===== config.mk =====
export PLATFORM = sky130hd
export DESIGN_NAME = alu_op_sequencer
export DESIGN_NICKNAME = d
export VERILOG_FILES = /design/src/rtl/alu_op_sequencer.sv
export SDC_FILE = /design/constraint.sdc
export NUM_CORES = 1
export LEC_CHECK = 0
export CELL_PAD_IN_SITES_DETAIL_PLACEMENT = 1
export CELL_PAD_IN_SITES_GLOBAL_PLACEMENT = 1
export CORE_MARGIN = 2
export CORE_UTILIZATION = 25
export DETAILED_ROUTE_END_ITERATION = 7
export DONT_BUFFER_PORTS = 1
export MAX_ROUTING_LAYER = met4
export PLACE_DENSITY = 0.43
export SLEW_MARGIN = 20
export SYNTH_ARGS = -nofsm -noshare
export SYNTH_HDL_FRONTEND = slang
export SYNTH_SLANG_ARGS = --single-unit

===== constraint.sdc =====
create_clock -name clk -period 4.5 [get_ports clk]
set_input_delay 0.9 -clock clk [delete_from_list [all_inputs] [get_ports clk]]
set_output_delay 0.9 -clock clk [all_outputs]
set_load 0.005 [all_outputs]

===== src/rtl/alu_op_sequencer.sv =====
// Sequences LOAD/EXEC/SWEEP commands through an external 4-bit combinational ALU.
// EXEC result valid one cycle after accept; result held until res_ready, commands stalled while busy.
module alu_op_sequencer #(
  parameter int DW   = 4,
  parameter int NREG = 4,
  localparam int AW  = $clog2(NREG)
) (
  input  logic          clk,
  input  logic          rst_n,
  input  logic          cmd_valid,
  output logic          cmd_ready,
  input  logic [1:0]    cmd_op,
  input  logic [2:0]    cmd_sel,
  input  logic          cmd_cin,
  input  logic [AW-1:0] cmd_ra,
  input  logic [AW-1:0] cmd_rb,
  input  logic [AW-1:0] cmd_rd,
  input  logic [DW-1:0] cmd_imm,
  output logic [DW-1:0] alu_a,
  output logic [DW-1:0] alu_b,
  output logic [2:0]    alu_s,
  output logic          alu_cin,
  input  logic [DW-1:0] alu_y,
  output logic          res_valid,
  input  logic          res_ready,
  output logic [DW-1:0] res_data,
  output logic [3:0]    res_tag,
  output logic          busy,
  input  logic [AW-1:0] dbg_addr,
  output logic [DW-1:0] dbg_data
);

  typedef enum logic [1:0] {IDLE, ISSUE, RESULT} state_t;

  localparam logic [1:0] OP_LOAD  = 2'b01;
  localparam logic [1:0] OP_EXEC  = 2'b10;
  localparam logic [1:0] OP_SWEEP = 2'b11;

  state_t        state_q, state_d;
  logic [DW-1:0] regs_q [NREG];
  logic [DW-1:0] regs_d [NREG];
  logic [DW-1:0] alu_a_q, alu_a_d;
  logic [DW-1:0] alu_b_q, alu_b_d;
  logic [2:0]    alu_s_q, alu_s_d;
  logic          alu_cin_q, alu_cin_d;
  logic [AW-1:0] rd_q, rd_d;
  logic          sweep_q, sweep_d;
  logic [3:0]    idx_q, idx_d;
  logic          res_valid_q, res_valid_d;
  logic [DW-1:0] res_data_q, res_data_d;
  logic [3:0]    res_tag_q, res_tag_d;
  logic          cmd_accept;

  assign cmd_ready  = (state_q == IDLE);
  assign busy       = (state_q != IDLE);
  assign cmd_accept = cmd_valid & cmd_ready;
  assign alu_a      = alu_a_q;
  assign alu_b      = alu_b_q;
  assign alu_s      = alu_s_q;
  assign alu_cin    = alu_cin_q;
  assign res_valid  = res_valid_q;
  assign res_data   = res_data_q;
  assign res_tag    = res_tag_q;
  assign dbg_data   = regs_q[dbg_addr];

  always_comb begin
    state_d     = state_q;
    regs_d      = regs_q;
    alu_a_d     = alu_a_q;
    alu_b_d     = alu_b_q;
    alu_s_d     = alu_s_q;
    alu_cin_d   = alu_cin_q;
    rd_d        = rd_q;
    sweep_d     = sweep_q;
    idx_d       = idx_q;
    res_valid_d = res_valid_q;
    res_data_d  = res_data_q;
    res_tag_d   = res_tag_q;
    case (state_q)
      IDLE: begin
        if (cmd_accept) begin
          case (cmd_op)
            OP_LOAD: regs_d[cmd_rd] = cmd_imm;
            OP_EXEC: begin
              alu_a_d   = regs_q[cmd_ra];
              alu_b_d   = regs_q[cmd_rb];
              alu_s_d   = cmd_sel;
              alu_cin_d = cmd_cin;
              rd_d      = cmd_rd;
              sweep_d   = 1'b0;
              state_d   = ISSUE;
            end
            OP_SWEEP: begin
              alu_a_d   = regs_q[cmd_ra];
              alu_b_d   = regs_q[cmd_rb];
              alu_s_d   = 3'd0;
              alu_cin_d = 1'b0;
              idx_d     = 4'd0;
              sweep_d   = 1'b1;
              state_d   = ISSUE;
            end
            default: ;
          endcase
        end
      end
      ISSUE: begin
        res_data_d  = alu_y;
        res_tag_d   = {alu_cin_q, alu_s_q};
        res_valid_d = 1'b1;
        state_d     = RESULT;
      end
      RESULT: begin
        if (res_ready) begin
          res_valid_d = 1'b0;
          if (!sweep_q) begin
            regs_d[rd_q] = res_data_q;
            state_d      = IDLE;
          end else if (idx_q != 4'hF) begin
            // idx doubles as {cin,s}: Cin is the outer loop, S the inner.
            idx_d                  = idx_q + 4'd1;
            {alu_cin_d, alu_s_d}   = idx_q + 4'd1;
            state_d                = ISSUE;
          end else begin
            state_d = IDLE;
          end
        end
      end
      default: state_d = IDLE;
    endcase
  end

  always_ff @(posedge clk or negedge rst_n) begin
    if (!rst_n) begin
      state_q     <= IDLE;
      for (int i = 0; i < NREG; i++) regs_q[i] <= '0;
      alu_a_q     <= '0;
      alu_b_q     <= '0;
      alu_s_q     <= '0;
      alu_cin_q   <= 1'b0;
      rd_q        <= '0;
      sweep_q     <= 1'b0;
      idx_q       <= '0;
      res_valid_q <= 1'b0;
      res_data_q  <= '0;
      res_tag_q   <= '0;
    end else begin
      state_q     <= state_d;
      regs_q      <= regs_d;
      alu_a_q     <= alu_a_d;
      alu_b_q     <= alu_b_d;
      alu_s_q     <= alu_s_d;
      alu_cin_q   <= alu_cin_d;
      rd_q        <= rd_d;
      sweep_q     <= sweep_d;
      idx_q       <= idx_d;
      res_valid_q <= res_valid_d;
      res_data_q  <= res_data_d;
      res_tag_q   <= res_tag_d;
    end
  end

endmodule


Word-level counts from Yosys, hierarchy flattened. Index checks and enable logic that the tools add are counted.

Register bits: 46. Input bits: 26. Output and inout bits: 27. Logic and storage cells: 107.

$add $sub $neg: 1. Order comparisons: 7. Equality and inequality tests: 15. Muxes and demuxes: 47. Bitwise gates (word level): 6. Reductions and logical operators: 16.

Operators with widths (number): 16-bit two-way mux (4); 4-bit two-way mux (13); 16-bit bitwise mux (2); 16-bit one-hot mux with 2 select lines (1); 4-bit binary-select mux with 2-bit select (3); 4-bit demux with 2-bit select (2); 3-bit greater-or-equal comparator, second input constant (5); 2-bit NOT with 3-bit output (5); 3-bit two-way mux (4); 3-bit one-hot mux with 2 select lines (2); 3-bit AND reduction (4); 6-bit AND reduction (2); 2-bit inequality test, second input constant (5); 1-bit one-hot mux with 2 select lines (4); 4-bit one-hot mux with 2 select lines (1); 2-bit nonzero test (4); 1-bit two-way mux (7); 2-bit equality test, second input constant (3); 3-bit by 1-bit < comparator with 1-bit output, second input constant (2); 2-bit two-way mux (3); 2-bit by 1-bit inequality test with 1-bit output, second input constant (3); 2-bit one-hot mux with 3 select lines (1); 5-bit AND reduction (1); 4-bit by 1-bit adder with 4-bit output, second input constant (1); 8 further kinds (10).

Logic depth before layout (Yosys ltp).
Depth in word-level cells: 9. Gate-level depth with buffers: 6. Mapped depth without buffers: 5.

Worst setup path before layout. OpenSTA, ideal clock, no wires.

Path type: input to output. From: in dbg_addr[0]. To: out dbg_data[0]. Arrival time: 1.378 ns. Required time: 3.600 ns. Setup slack: 2.222 ns. Stages on the path: 1. Buffers on the path: 0. Cells stage by stage: mux4_2.

Word-level cells in the longest chain between the ends: 4.

Ends and longest elaborated chain: start: declaration (line 29) `input logic [AW-1:0] dbg_addr,`; 2-bit NOT with 3-bit output (implied by the code) (line 64) `assign dbg_data = regs_q[dbg_addr];`; 4-bit binary-select mux with 2-bit select (line 64); 4-bit two-way mux (implied by the code) (2 in a row) (line 64); end: declaration (line 30) `output logic [DW-1:0] dbg_data`.

Every way passes these cells. The select of a mux whose other input is x is not followed.

Worst setup path after layout.
From: in dbg_addr[0]. To: out dbg_data[2].

Same word-level chain as after synthesis.

==> metrics.txt <==
Overall Power=0.00167 W; crit-path cells=mux4_2; post-placement cell area=about 2600 sq um; clk slew on worst S/H paths=90 ps; Fmax=0.434 GHz; routed vias/inst=around 5.1; MaxCap Viol Count=0; Clk Latency, worst-skew pair=300 ps; CP Capture Type=output port; layout net count=201; reg-to-reg endpoint=alu_s[2]; setup_tns=0 ps; Area contributors post-synth=dfrtp_1, a22o_1, mux4_2; ys flop type=dfrtp_1; H-tree Lvls=2; Syn Nets=200; Post-synth EDFFs=0; GRT Total Usage=0.132; Worst R2R Start=state_q[1]; synthesized cell area=2470 sq um; CTS Hold Buffers Added=0; post-route minimum period=~2300 ps; # DRC=0; Die Area=10700 sq um; post_cts resized=0; largest net degree at the start of global routing=47; Synth async-reset ratio=1.00; Final HPWL DP=5120 um; Setup CP Type=in -> out; critical path required time=about 3600 ps; CTS sink count=46; Vert. Die Dim=103 um; Synth cell types=36; root buf cell=clkbuf_8; detailed-route wire length per cell=20.7 um; CTS tree=yes; DRT antenna net count=0; Initial DRC Count=35; period utilization=0.512; fin. max-slew vios=0; antenna violations before repair=0; Starting Density=0.255; vias in the first global route=1683; post-route cell area=2670 sq um; mean area per synthesized cell=14.3 sq um; # port buffers=0; status=finished, final reports clean; actual transition at the worst max-transition pin=between 900 and 1000 ps; static leakage=1.10 nW; worst IR drop on VDD=196 uV; worst-case reg-to-reg path depth=4; CP arrival=between 1000 and 1500 ps; worst rel slew slack=0.350; cell family with most CP delay=multiplexers; reg2reg setup slack=2390 ps; crit path max fanout=4; global-route wire length before repair=10100 um; startpoint class of the critical path=input port; Rows=36; Post-CTS Setup Bufs=0; share of cells above drive strength 1=0.331; Crit. Startpoint=dbg_addr[0]; clk buf depth=2; Synth Instances=173; Net Sw Power=0.000625 W; Placer Congestion=around 0.82; routed vias=1573; n_diodes=0; final number of setup-violating endpoints=0; largest area contributor in the netlist=dfrtp_1; pwr/cell area=625 nW/um^2; RSZ-0062 raised after global routing=false; Buf+Inv Stages, Crit Path=0; post-synth top area share=0.466; most frequent cell after synthesis=dfrtp_1; Hold Path Class=in -> async; final core occ=0.276; Core ar.=around 9700 sq um; Ports=53; Seq pwr share=0.501; commonest cells in the netlist=dfrtp_1, a22o_1, mux2_2; Die X=103 um; TritonCTS Buffers=5; Internal=0.00105 W; clock share of power=0.158; grt total ovfl=0; combinational fraction of design power=0.341; Hold Vio Cnt, Final=0; DR pass1 iterations=4; CP max stage cell=mux4_2; Layout area overhead=8.20%; Post-Route WL=6380 um; FF+latch count, synth=between 40 and 50; Clock Skews=about 7.4 ps; Seq/Total Area, Yosys=0.466; Switching Fraction=0.374; synth warn=0; slowest stage delay, CP=500 ps
-- power by group through the flow --
| stage | Combinational [W] | Sequential, W | Clock (W) |
|---|---|---|---|
| after floorplan | 0.000532 | 0.000748 | 0 |
| after global placement | 0.000557 | 0.000838 | 0 |
| after detailed placement | 0.000581 | 0.000852 | 0 |
| after CTS | 0.000582 | 0.000843 | 0.000278 |
| after global routing | 0.000631 | 0.000877 | 0.000295 |
| final | 0.000569 | 0.000837 | 0.000264 |
-- area by class of cell --
type	instances	area (sq um)
inverter	3	11.3
multi-input combinational	117	1240
sequential	46	1150
clock inverter	3	25.0
fill	1056	7010
tap	133	166
clock buffer	5	68.8
timing repair buffer	1	7.51
-- layout by cell type, fill, tap and decap left out, types with 3 or more instances in the layout --
master | synthesis | routed
a21oi_1 | 7 | 7
a22o_1 | 33 | 33
clkbuf_8 | 0 | 5
dfrtp_1 | 46 | 46
inv_1 | 3 | 3
mux2_1 | 4 | 4
mux2_2 | 20 | 20
mux4_2 | 12 | 12
nor2_1 | 4 | 4
nor3b_4 | 3 | 3
o21ai_2 | 4 | 4
-- through the flow --
step / worst slack, ps / hold slack (ps) / cells
2_1_floorplan: 2220 / 486 / 173
3_3_place_gp: 2210 / 506 / 300
3_5_place_dp: 2190 / 534 / 300
4_1_cts: 2190 / 263 / 308
5_1_grt: 2190 / 248 / 308
6_report: 2200 / 276 / 308
-- sequential cells by signal, summed over array words and instances, names as in the netlist --
name and flops:
idx_q 4, rd_q 2, alu_s 3, state_q 2
alu_b 4, res_valid 1, res_data 4, res_tag 4
alu_cin 1, alu_a 4, sweep_q 1, regs_q 16
-- routing by layer --
| metal | global-route usage | up-vias | wire length [um] |
|---|---|---|---|
| met5 | - | - | 0 |
| met3 | 0.0491 | 6 | 486 |
| li1 | - | 690 | - |
| met1 | 0.167 | 828 | 2830 |
| met4 | 0.0304 | 0 | 61 |
| met2 | 0.201 | 49 | 3000 |
-- worst max-delay path by stage --
stage / end / slack [ps] / depth (start not counted)
floorplan: dbg_data[0] / 2220 / 1
global placement: dbg_data[2] / 2210 / 1
detailed placement: dbg_data[2] / 2190 / 1
CTS: dbg_data[2] / 2190 / 1
global route: dbg_data[0] / 2190 / 1
finish: dbg_data[2] / 2200 / 1
-- kinds of logic after synthesis --
logic type	after synthesis	share of synthesized area
AO/OA/AOI/OAI	52	0.174
flip-flops	46	0.466
multiplexers	37	0.223
AND/OR/NAND/NOR	25	0.0942
buffers and inverters	10	0.0309
XOR/XNOR	2	0.00709
adder cells (fa/ha/maj)	1	0.00506
No activity file was read; power rests on OpenSTA's default activity.
